`src/rtl/adder_accumulator.sv`:
```
// Accumulates bursts of BURST_LEN 3-bit results ({c_out,sum}) from an upstream
// 2-bit ripple carry adder. When a burst completes, the block presents the total
// with a valid/ready handshake. The overflow flag is sticky within a burst.
module adder_accumulator #(
    parameter int unsigned ACC_W     = 8,
    parameter int unsigned BURST_LEN = 4
) (
    input  logic             clk,
    input  logic             rst,
    input  logic [1:0]       sum,
    input  logic             c_out,
    input  logic             in_valid,
    output logic             in_ready,
    input  logic             clear,
    output logic             out_valid,
    input  logic             out_ready,
    output logic [ACC_W-1:0] acc_out,
    output logic             overflow,
    output logic [2:0]       count
);

    typedef enum logic [1:0] {StIdle, StAccum, StHold} state_e;

    localparam logic [2:0] BurstLen = 3'(BURST_LEN);

    state_e           state_q;
    logic [ACC_W-1:0] acc_q;
    logic             ovf_q;
    logic [2:0]       count_q;

    logic [ACC_W-1:0] value;
    logic [ACC_W:0]   acc_sum;
    logic             accept;
    logic [2:0]       count_inc;

    // Decode the incoming result, the widened running sum and the handshake.
    always_comb begin
        value     = {{(ACC_W-3){1'b0}}, c_out, sum};
        acc_sum   = {1'b0, acc_q} + {1'b0, value};
        in_ready  = (state_q != StHold);
        out_valid = (state_q == StHold);
        accept    = in_valid && in_ready && !clear;
        count_inc = count_q + 3'd1;
    end

    // Single FSM with the accumulator, the sticky overflow flag and the result counter.
    always_ff @(posedge clk or posedge rst) begin
        if (rst) begin
            state_q <= StIdle;
            acc_q   <= '0;
            ovf_q   <= 1'b0;
            count_q <= '0;
        end else if (clear) begin
            state_q <= StIdle;
            acc_q   <= '0;
            ovf_q   <= 1'b0;
            count_q <= '0;
        end else begin
            unique case (state_q)
                StIdle: begin
                    if (accept) begin
                        acc_q   <= value;
                        ovf_q   <= 1'b0;
                        count_q <= 3'd1;
                        state_q <= (BurstLen == 3'd1) ? StHold : StAccum;
                    end
                end
                StAccum: begin
                    if (accept) begin
                        acc_q   <= acc_sum[ACC_W-1:0];
                        ovf_q   <= ovf_q | acc_sum[ACC_W];
                        count_q <= count_inc;
                        if (count_inc == BurstLen) begin
                            state_q <= StHold;
                        end
                    end
                end
                StHold: begin
                    // Total stays frozen until the consumer takes it.
                    if (out_ready) begin
                        state_q <= StIdle;
                    end
                end
                default: state_q <= StIdle;
            endcase
        end
    end

    // Outputs follow the registers directly.
    always_comb begin
        acc_out  = acc_q;
        overflow = ovf_q;
        count    = count_q;
    end

endmodule

```
`config.mk`:
```
export PLATFORM = sky130hd
export DESIGN_NAME = adder_accumulator
export DESIGN_NICKNAME = d
export VERILOG_FILES = /design/src/rtl/adder_accumulator.sv
export SDC_FILE = /design/constraint.sdc
export NUM_CORES = 1
export LEC_CHECK = 0
export CAP_MARGIN = 20
export CORE_AREA = 2 2 42 60
export CTS_CLUSTER_SIZE = 8
export DETAILED_ROUTE_END_ITERATION = 16
export DIE_AREA = 0 0 44 62
export MAX_ROUTING_LAYER = met4
export PLACE_DENSITY = 0.71
export RECOVER_POWER = 50
export SLEW_MARGIN = 5
export SYNTH_ARGS = -nofsm -noshare
export SYNTH_HDL_FRONTEND = slang
export SYNTH_SLANG_ARGS = --single-unit
```
`constraint.sdc`:
```
create_clock -name clk -period 1.7 [get_ports clk]
set_input_delay 0.255 -clock clk [delete_from_list [all_inputs] [get_ports clk]]
set_output_delay 0.255 -clock clk [all_outputs]
set_load 0.02 [all_outputs]
```
==> metrics <==
run status=finished clean; ANT nets after route=0; area of the multi-input gates=523 um^2; vias in the first global route=830; Max IR drop VDD=0.366 mV; width of the die=44 um; layout cells sized above 1=21.8%; Int Pwr=0.000560 W; startpoint types=register; Layout Nets=148; Clk pwr share=32.0%; Starting Density=39.8%; Synth Net Count=113; Post-Route Skew=6.84 ps; num ports=22; ANT cells=0; GP Congestion=0.832; drt total wl=2.10 mm; CTS root buf=clkbuf_4; net switching power=0.000211 W; Die H=62 um; Design Power=0.000771 W; PortBufs=21; adder-cell share of the synthesized area=9.18%; crit path capture type=register; largest family of logic cells by synthesized area=simple AND/OR/NAND/NOR gates; Register Area=353 um^2; Avg Inst Size Synth=9.09 um^2; synth top area cells=dfrtp_1, ha_1, nand2_1, mux2i_1, nor2_1; Post-synth EDFFs=0; Synth warnings=0; Max Freq=598 MHz; sequential share of the synthesized area=38.9%; cts bufs inserted=3; logic gate share of total power=22.1%; RSZ-0062 raised after global routing=yes; First DRT Iteration DRCs=28; mux contribution to synthesized area=4.59%; remaining routing DRC violations=0; Slew HR=63.7%; shortest period the worst path allows=1670 ps; Vias/cell=5.42; Max Cap Viol=0; final hold vios=0; area delta synth->final=41.9%; H-tree levels=1; Synth Area in Simple Gates=22.1%; DP HPWL=1.63 mm; worst min path class=in -> async; Worst EP required=1930 ps; most common cell in the netlist=dfrtp_1; Synth cell types=36; WP data arrival=1900 ps; via count=846; Mapped Area=900 um^2; final-layout fill cell count=205; Clk pin slew, worst setup/hold paths=90 ps; overflow left after global routing=0; final worst-path cycle share=98.4%; Clock Latency Late Sink=290 ps; largest net degree at the start of global routing=15; leak pwr=0.575 nW; top cell type by total area after synthesis=dfrtp_1; worst-path fanout max=3; XOR/XNOR Fraction of Synth Area=0.974%; clk buf depth=2; GRT Overall Usage=17.9%; most frequent cells after synthesis=dfrtp_1, nand2_1, nor2_1, inv_1; setup violators final=0; Synth Area in Compound Gates=18.1%; CP Class=reg -> reg; clk sink count=14; worst slew pin tran=543 ps; ys async rst share=100%; DR WL/cell=13.5 um; first-pass GRT wire length=3.41 mm; Final Max Tran Viols=0; sequential share of power=45.9%; Hold Buf Count CTS=0; Std-Cell Rows=21; Die ar.=0.00273 mm^2; Mapped Cells=99; flop2flop setup slack=30 ps; register bit count reported by yosys=14; 1st-pass router iterations=4; initial antenna violation count=0; Power Dens Cells=604 mW/mm^2; hold slack=434 ps; switching share of power=27.4%; most common flop cell mapped by yosys=dfrtp_1; Core ar.=0.00226 mm^2; CTS tree=built; Synth top area share=38.9%
## cell usage in the layout, fill, tap and decap left out, types with 3 or more instances in the layout
| cell type | Yosys | final |
|---|---|---|
| o211ai_1 | 3 | 3 |
| nand2_1 | 10 | 10 |
| clkdlybuf4s50_1 | 0 | 15 |
| nand3b_1 | 3 | 3 |
| inv_1 | 7 | 5 |
| nand3_1 | 4 | 4 |
| dfrtp_1 | 14 | 12 |
| nor2_1 | 8 | 8 |
| ha_1 | 5 | 4 |
| nand2b_1 | 3 | 3 |
| o21ai_0 | 4 | 3 |
| a21oi_1 | 5 | 5 |
| clkbuf_4 | 0 | 3 |
| mux2i_1 | 3 | 3 |
| buf_4 | 0 | 13 |
| dlygate4sd2_1 | 0 | 4 |
## kinds of logic after synthesis
group,count (synthesis)
AO/OA/AOI/OAI,24
XOR/XNOR,1
adder cells (fa/ha/maj),6
buffers and inverters,12
flip-flops,14
multiplexers,4
AND/OR/NAND/NOR,38
## routing by layer
layer | global-route usage [%] | share of wire, %
met4 | 13.0 | 2.3
met2 | 30.5 | 53
met5 | - | 0
met1 | 19.1 | 41
met3 | 2.02 | 3.5
## metrics by stage
stage               TNS (ps)  util (%)  cells  worst slack (ps)  cell area, um^2
floorplan              -57.6         -     99             -57.6              921
global route            -166      56.5    156             -79.6             1280
finish                     0      56.5    156              27.4             1280
CTS                    -5.30      56.1    156             -5.30             1270
global placement       -2260      54.4    151              -393             1230
detailed placement     -2450      54.4    151              -431             1230
## sequential cells by signal, summed over array words and instances (netlist names)
register / flops
overflow: 1
state_q: 2
acc_out: 8
count: 3
## worst max-delay path, cell delays in order, from the launching register on
cell	delay [ps]
dfrtp_2	390
ha_4	140
inv_2	30
fa_2	340
nor2b_2	130
o21ai_2	70
or4_1	400
nand3_1	90
## timing repair
item | in CTS | in global routing
setup endpoints to repair | 7 | 7
pin swaps | 2 | 1
resized for setup | 4 | 7
setup buffers | 1 | 0
## power by group through the flow
stage	combinational [W]	sequential [W]	clock, W
floorplan	0.0000837	0.000371	0
global placement	0.000165	0.000361	0
detailed placement	0.000168	0.000361	0
CTS	0.000170	0.000354	0.000254
global route	0.000190	0.000356	0.000262
finish	0.000170	0.000354	0.000247
## worst paths after layout
kind | startpoint | to | cells past startpoint
worst min register to register | overflow | overflow | 1
worst max-delay path | acc_out[0] | acc_out[6] | 7
worst max register to register | acc_out[0] | acc_out[6] | 7
worst min-delay path | rst | count[0] | 2
min in group clk | sum[0] | acc_out[0] | 3
max in group asynchronous | rst | acc_out[1] | 2
## cell type report
| cell class | instances | share of cell area (%) |
|---|---|---|
| clock buffer | 4 | 2.84 |
| sequential | 14 | 27.6 |
| inverter | 7 | 2.06 |
| timing repair buffer | 35 | 24.2 |
| multi-input combinational | 73 | 41.0 |
| tap | 23 | 2.25 |
Power figures use the tool's default switching activity.
